## config.mk

```make
export PLATFORM = sky130hd
export DESIGN_NAME = layer_compositor
export DESIGN_NICKNAME = d
export VERILOG_FILES = /design/src/rtl/compositor_pkg.sv /design/src/rtl/palette_ram.sv /design/src/rtl/layer_compositor.sv
export SDC_FILE = /design/constraint.sdc
export NUM_CORES = 1
export LEC_CHECK = 0
export CAP_MARGIN = 20
export CORE_UTILIZATION = 42
export DETAILED_ROUTE_END_ITERATION = 12
export SLEW_MARGIN = 25
export SYNTH_ARGS = -nofsm -noshare
export SYNTH_HDL_FRONTEND = slang
export SYNTH_HIERARCHICAL = 1
export SYNTH_SLANG_ARGS = --single-unit
```

## constraint.sdc

```tcl
create_clock -name Clk -period 5.5 [get_ports Clk]
set_input_delay 1.1 -clock Clk [delete_from_list [all_inputs] [get_ports Clk]]
set_output_delay 1.1 -clock Clk [all_outputs]
set_load 0.1 [all_outputs]
```

## src/rtl/compositor_pkg.sv

```systemverilog
// Shared types and constants for the sprite layer compositor.
package compositor_pkg;

  typedef logic [23:0] rgb_t;

  typedef enum logic [0:0] {
    IDLE  = 1'b0,
    FLASH = 1'b1
  } flash_state_t;

  localparam rgb_t DEFAULT_KEY = 24'h00FF00;
  localparam rgb_t FLASH_RGB   = 24'hFFFFFF;

endpackage

```

## src/rtl/palette_ram.sv

```systemverilog
// Register-file palette: one synchronous write port, RD_PORTS registered read ports.
module palette_ram
  import compositor_pkg::*;
#(
  parameter int IDX_W    = 4,
  parameter int RD_PORTS = 1
) (
  input  logic             Clk,
  input  logic             Reset,
  input  logic             i_we,
  input  logic [IDX_W-1:0] i_waddr,
  input  rgb_t             i_wdata,
  input  logic [IDX_W-1:0] i_raddr [RD_PORTS],
  output rgb_t             o_rdata [RD_PORTS]
);

  localparam int DEPTH = 2 ** IDX_W;

  rgb_t r_mem   [DEPTH];
  rgb_t r_rdata [RD_PORTS];

  // Reads sample the array before this edge's write lands, so a same-cycle
  // lookup of the written entry returns the old colour.
  always_ff @(posedge Clk) begin
    if (Reset) begin
      for (int i = 0; i < DEPTH; i++) r_mem[i] <= '0;
      for (int p = 0; p < RD_PORTS; p++) r_rdata[p] <= '0;
    end else begin
      if (i_we) r_mem[i_waddr] <= i_wdata;
      for (int p = 0; p < RD_PORTS; p++) r_rdata[p] <= r_mem[i_raddr[p]];
    end
  end

  assign o_rdata = r_rdata;

endmodule

```

## src/rtl/layer_compositor.sv

```systemverilog
// Two-stage sprite compositor: palette lookup, then priority/transparency
// selection with an optional per-layer flash effect.
module layer_compositor
  import compositor_pkg::*;
#(
  parameter int  NUM_LAYERS   = 4,
  parameter int  IDX_W        = 4,
  parameter int  FLASH_FRAMES = 8,
  localparam int LAYER_W      = (NUM_LAYERS > 1) ? $clog2(NUM_LAYERS) : 1,
  localparam int CNT_W        = $clog2(FLASH_FRAMES + 1)
) (
  input  logic                        Clk,
  input  logic                        Reset,
  input  logic                        pix_valid,
  input  logic                        frame_start,
  input  logic [NUM_LAYERS-1:0]       layer_hit,
  input  logic [NUM_LAYERS*IDX_W-1:0] layer_idx,
  input  logic [IDX_W-1:0]            bg_idx,
  input  logic                        pal_we,
  input  logic                        pal_sel,
  input  logic [IDX_W-1:0]            pal_addr,
  input  logic [23:0]                 pal_wdata,
  input  logic                        key_we,
  input  logic [23:0]                 key_wdata,
  input  logic                        flash_start,
  input  logic [LAYER_W-1:0]          flash_layer,
  output logic                        flash_busy,
  output logic                        out_valid,
  output logic [7:0]                  VGA_R,
  output logic [7:0]                  VGA_G,
  output logic [7:0]                  VGA_B
);

  rgb_t               r_key;
  flash_state_t       r_state;
  logic [CNT_W-1:0]   r_cnt;
  logic [LAYER_W-1:0] r_flash_layer;
  logic               w_start_ok;

  logic [IDX_W-1:0]   w_spr_raddr [NUM_LAYERS];
  logic [IDX_W-1:0]   w_bg_raddr  [1];
  rgb_t               w_spr_col_p1 [NUM_LAYERS];
  rgb_t               w_bg_col_p1  [1];

  logic [NUM_LAYERS-1:0] r_hit_p1;
  logic                  r_vld_p1;
  logic                  r_flash_on_p1;
  logic [LAYER_W-1:0]    r_flash_layer_p1;

  logic               w_pick_hit;
  logic [LAYER_W-1:0] w_pick_layer;
  rgb_t               w_pick_col;
  rgb_t               r_rgb_p2;
  logic               r_vld_p2;

  always_ff @(posedge Clk) begin
    if (Reset)       r_key <= DEFAULT_KEY;
    else if (key_we) r_key <= key_wdata;
  end

  // Out-of-range layer numbers are dropped before they reach the FSM.
  assign w_start_ok = flash_start && (int'(flash_layer) < NUM_LAYERS);

  always_ff @(posedge Clk) begin
    if (Reset) begin
      r_state       <= IDLE;
      r_cnt         <= '0;
      r_flash_layer <= '0;
    end else begin
      case (r_state)
        IDLE: begin
          if (w_start_ok) begin
            r_flash_layer <= flash_layer;
            r_cnt         <= CNT_W'(FLASH_FRAMES);
            r_state       <= FLASH;
          end
        end
        FLASH: begin
          if (w_start_ok) begin
            r_flash_layer <= flash_layer;
            r_cnt         <= CNT_W'(FLASH_FRAMES);
          end else if (frame_start) begin
            if (r_cnt == CNT_W'(1)) begin
              r_state <= IDLE;
              r_cnt   <= '0;
            end else begin
              r_cnt <= r_cnt - CNT_W'(1);
            end
          end
        end
        default: r_state <= IDLE;
      endcase
    end
  end

  assign flash_busy = (r_state == FLASH);

  // Stage 1: palette lookups plus the control that must stay aligned with them
  always_comb begin
    for (int i = 0; i < NUM_LAYERS; i++) w_spr_raddr[i] = layer_idx[i*IDX_W +: IDX_W];
    w_bg_raddr[0] = bg_idx;
  end

  palette_ram #(.IDX_W(IDX_W), .RD_PORTS(NUM_LAYERS)) u_spr_pal (
    .Clk     (Clk),
    .Reset   (Reset),
    .i_we    (pal_we && pal_sel),
    .i_waddr (pal_addr),
    .i_wdata (pal_wdata),
    .i_raddr (w_spr_raddr),
    .o_rdata (w_spr_col_p1)
  );

  palette_ram #(.IDX_W(IDX_W), .RD_PORTS(1)) u_bg_pal (
    .Clk     (Clk),
    .Reset   (Reset),
    .i_we    (pal_we && !pal_sel),
    .i_waddr (pal_addr),
    .i_wdata (pal_wdata),
    .i_raddr (w_bg_raddr),
    .o_rdata (w_bg_col_p1)
  );

  always_ff @(posedge Clk) begin
    if (Reset) begin
      r_hit_p1         <= '0;
      r_vld_p1         <= 1'b0;
      r_flash_on_p1    <= 1'b0;
      r_flash_layer_p1 <= '0;
    end else begin
      r_hit_p1         <= layer_hit;
      r_vld_p1         <= pix_valid;
      r_flash_on_p1    <= (r_state == FLASH) && r_cnt[0];
      r_flash_layer_p1 <= r_flash_layer;
    end
  end

  // Stage 2: lowest-numbered opaque hit wins, background otherwise
  always_comb begin
    w_pick_hit   = 1'b0;
    w_pick_layer = '0;
    w_pick_col   = w_bg_col_p1[0];
    for (int i = NUM_LAYERS - 1; i >= 0; i--) begin
      if (r_hit_p1[i] && (w_spr_col_p1[i] != r_key)) begin
        w_pick_hit   = 1'b1;
        w_pick_layer = LAYER_W'(i);
        w_pick_col   = w_spr_col_p1[i];
      end
    end
    if (w_pick_hit && r_flash_on_p1 && (w_pick_layer == r_flash_layer_p1))
      w_pick_col = FLASH_RGB;
  end

  always_ff @(posedge Clk) begin
    if (Reset) begin
      r_rgb_p2 <= '0;
      r_vld_p2 <= 1'b0;
    end else begin
      r_rgb_p2 <= r_vld_p1 ? w_pick_col : '0;
      r_vld_p2 <= r_vld_p1;
    end
  end

  assign out_valid = r_vld_p2;
  assign VGA_R     = r_rgb_p2[23:16];
  assign VGA_G     = r_rgb_p2[15:8];
  assign VGA_B     = r_rgb_p2[7:0];

endmodule

```

==> flow_metrics.py <==
metrics = {
    "outcome": {
        "outcome": "finished clean",
    },
    "cts": {
        "insertion_delay_ps": 720,
        "cts_tree": "yes",
        "cts.sinks": 952,
        "clk_pin_slew_ps": 60,
        "cts_hold_buf": 0,
        "ctsResizeCount": 0,
        "clockBufferDepth": 3,
        "post_cts_buffers": 0,
        "cts_max_level": 3,
        "cts_buffers": 103,
        "clockRootBuffer": "clkbuf_16",
    },
    "synth": {
        "yosys.area.top_type_share_pct": 44.4,
        "synth_cell_types": 54,
        "yosysWarnings": 6,
        "ys.flop_type": "edfxtp_1",
        "synth_area_leader_cell": "edfxtp_1",
        "ys_seq_elements": 952,
        "postSynthCellCount": 3972,
        "yosysSeqAreaShare_pct": 51.5,
        "syn_nets": 4060,
        "syn_avg_cell_area_um2": 13.1,
        "async_reset_ff_share_pct": 0,
        "syn-cell-area_um2": 51900,
        "synth-edff-count": 768,
        "synth_area_leaders": "edfxtp_1 44%, mux4_2 12%, mux2i_1 9.9%",
    },
    "sta": {
        "drv_slew": 0,
        "slew_headroom_pct": 27.4,
        "fin_crit_sh_pct": 71.1,
        "setup_ws_ps": 1590,
        "rsz0062_at_grt": "no",
        "setup_tns_ps": 0,
        "fin_skew_ps": 29.4,
        "setup_viol": 0,
        "worst_slew_pin_slew_ps": 1090,
        "hold_viol": 0,
        "min_period_ps": 3910,
        "max_freq_ghz": 0.256,
    },
    "critical_path": {
        "crit_cells": 8,
        "critical_path_class": "reg -> reg",
        "cp-start-kind": "flop",
        "critPathTopFamily": "simple AND/OR/NAND/NOR gates",
        "crit_required_ps": 6080,
        "path_buf_inv": 1,
        "crit_path_end_kind": "flop",
        "r2r-end": "r_rgb_p2[20]$_SDFF_PP0_",
        "reg2reg_from": "r_key[18]$_SDFFE_PP0P_",
        "cpPeakStageDelay_ps": 760,
        "rrSetupSlack_ps": 1590,
        "crit_slowest_cell": "nand4_1",
        "cp_max_fo": 24,
        "rr_worst_depth": 8,
        "crit_chain": "xor2_1 -> nor4_1 -> nand4_1 -> o31ai_4 -> buf_4 -> or2_1 -> nand4_1 -> o22ai_1",
        "cp-endpoint": "r_rgb_p2[20]$_SDFF_PP0_",
        "path_common_cell": "nand4_1",
        "arrival_ps": 4490,
        "critical_path.startpoint": "r_key[18]$_SDFFE_PP0P_",
    },
    "routing": {
        "drtIter0Drc": 5122,
        "drtAntennaViolNets": 0,
        "drt_drc_violations_left": 0,
        "drt-total-wl_mm": 181,
        "first_pass_iters": 8,
        "vias_per_cell": 6.17,
        "wl_per_cell_um": 32.0,
        "vias": 34780,
    },
    "placement": {
        "dp_hpwl_mm": 117,
        "place_area_um2": 54100,
        "globalplace.congestion": 0.981,
        "io_buffers": 111,
        "placed_cells": 5435,
        "pre_cts_ws_ps": 1210,
    },
    "power": {
        "total_power_uw": 17800,
        "p_leak_uw": 0.0211,
        "irDropWorstVdd_mv": 0.259,
        "powerDensity_nw_per_um2": 310,
    },
    "die": {
        "core_um2": 122000,
        "die_w_um": 354,
        "io-pin-count": 112,
        "initial_utilization_pct": 42.5,
        "rows": 128,
        "fp.dieH_um": 354,
        "die_area_um2": 125000,
    },
    "job": {
        "maxCapViolCount": 0,
    },
    "finish": {
        "layout_commonest_cell": "and2_1",
        "final_layout_size_suffix_gt1_share_pct": 16.1,
        "area_delta_synth_final_pct": 10.7,
        "stdcell_count": 5637,
        "final_cell_mix": "799 x and2_1, 768 x edfxtp_1, 511 x mux2i_1",
        "nNetsFinal": 4003,
        "fin_area_um2": 57500,
        "nFillCells": 10689,
    },
    "grt": {
        "grt_pass1_wl_mm": 252,
        "first_global_vias": 32992,
        "antenna_found_initial": 19,
        "overflow": 0,
        "grt_max_degree": 90,
        "grt_usage_pct": 28.3,
    },
    "hold_path": {
        "hp-class": "reg -> reg",
    },
}
## Yosys cell counts (43+ instances only)
library cell / instances
and2_1: 798
edfxtp_1: 768
mux2i_1: 511
mux4_2: 278
clkbuf_1: 224
dfxtp_1: 184
a22oi_1: 149
nand2b_1: 122
o21ai_0: 99
nand3_1: 97
nand2_1: 67
buf_2: 64
xor2_1: 64
nor2_1: 49
nor2b_1: 43
## stage by stage
step / hold WS [ps] / util (%)
floorplan: 435 / -
global placement: 460 / 44.3
detailed placement: 458 / 44.3
CTS: 471 / 47.0
global route: 480 / 47.0
finish: 457 / 47.0
## flip-flops by register name, summed over array words and instances (netlist names)
name	cells
r_hit_p1	4
u_spr_pal/o_rdata	96
r_flash_on_p1	1
flash_busy	1
r_key	24
r_vld_p1	1
u_bg_pal/o_rdata	24
r_flash_layer_p1	2
r_flash_layer	2
out_valid	1
u_spr_pal/r_mem	384
u_bg_pal/r_mem	384
r_cnt	4
r_rgb_p2	24
## how the worst min path moves through the flow
stage                                              from                        endpoint  slack (ps)  cells past startpoint
after floorplan                   r_cnt[0]$_SDFFE_PP0P_        r_flash_on_p1$_SDFF_PP0_         430                      2
after global placement    r_flash_layer[1]$_SDFFE_PP0P_  r_flash_layer_p1[1]$_SDFF_PP0_         460                      1
after detailed placement  r_flash_layer[1]$_SDFFE_PP0P_  r_flash_layer_p1[1]$_SDFF_PP0_         460                      1
after CTS                 r_flash_layer[1]$_SDFFE_PP0P_  r_flash_layer_p1[1]$_SDFF_PP0_         470                      1
after global routing      r_flash_layer[1]$_SDFFE_PP0P_  r_flash_layer_p1[1]$_SDFF_PP0_         480                      1
final                     r_flash_layer[1]$_SDFFE_PP0P_  r_flash_layer_p1[1]$_SDFF_PP0_         460                      1
## power by group
| part | switching [µW] | total [µW] | internal, µW |
|---|---|---|---|
| Clock | 2960 | 6910 | 3950 |
| Sequential | 372 | 8590 | 8210 |
| Combinational | 1440 | 2350 | 905 |
## layer usage
layer  up-vias  wire (µm)  track usage, %
met5         -         20               0
met4         2       5500            8.63
met3       279      20900            8.26
met2      2036      80600            43.0
met1     17710      73700            38.9
li1      14753          -               -
## cell families after synthesis
logic type | share of synthesized area, %
simple gates | 14.7
flops | 51.5
mux | 21.9
compound gates | 6.16
buf+inv | 3.99
xor+xnor | 1.64
fa+ha+maj | 0.0482
## layout make-up
cell class                 instances  area (µm²)  area share (%)
sequential                       952       26700            46.6
multi-input combinational       2609       23300            40.5
clock buffer                     139        2840            4.93
tap                             1625        2030            3.54
timing repair buffer             220        1950            3.39
clock inverter                    54         508           0.884
inverter                          29         109           0.189
antenna                            9        22.5          0.0392
No activity file was read; power rests on OpenSTA's default activity.
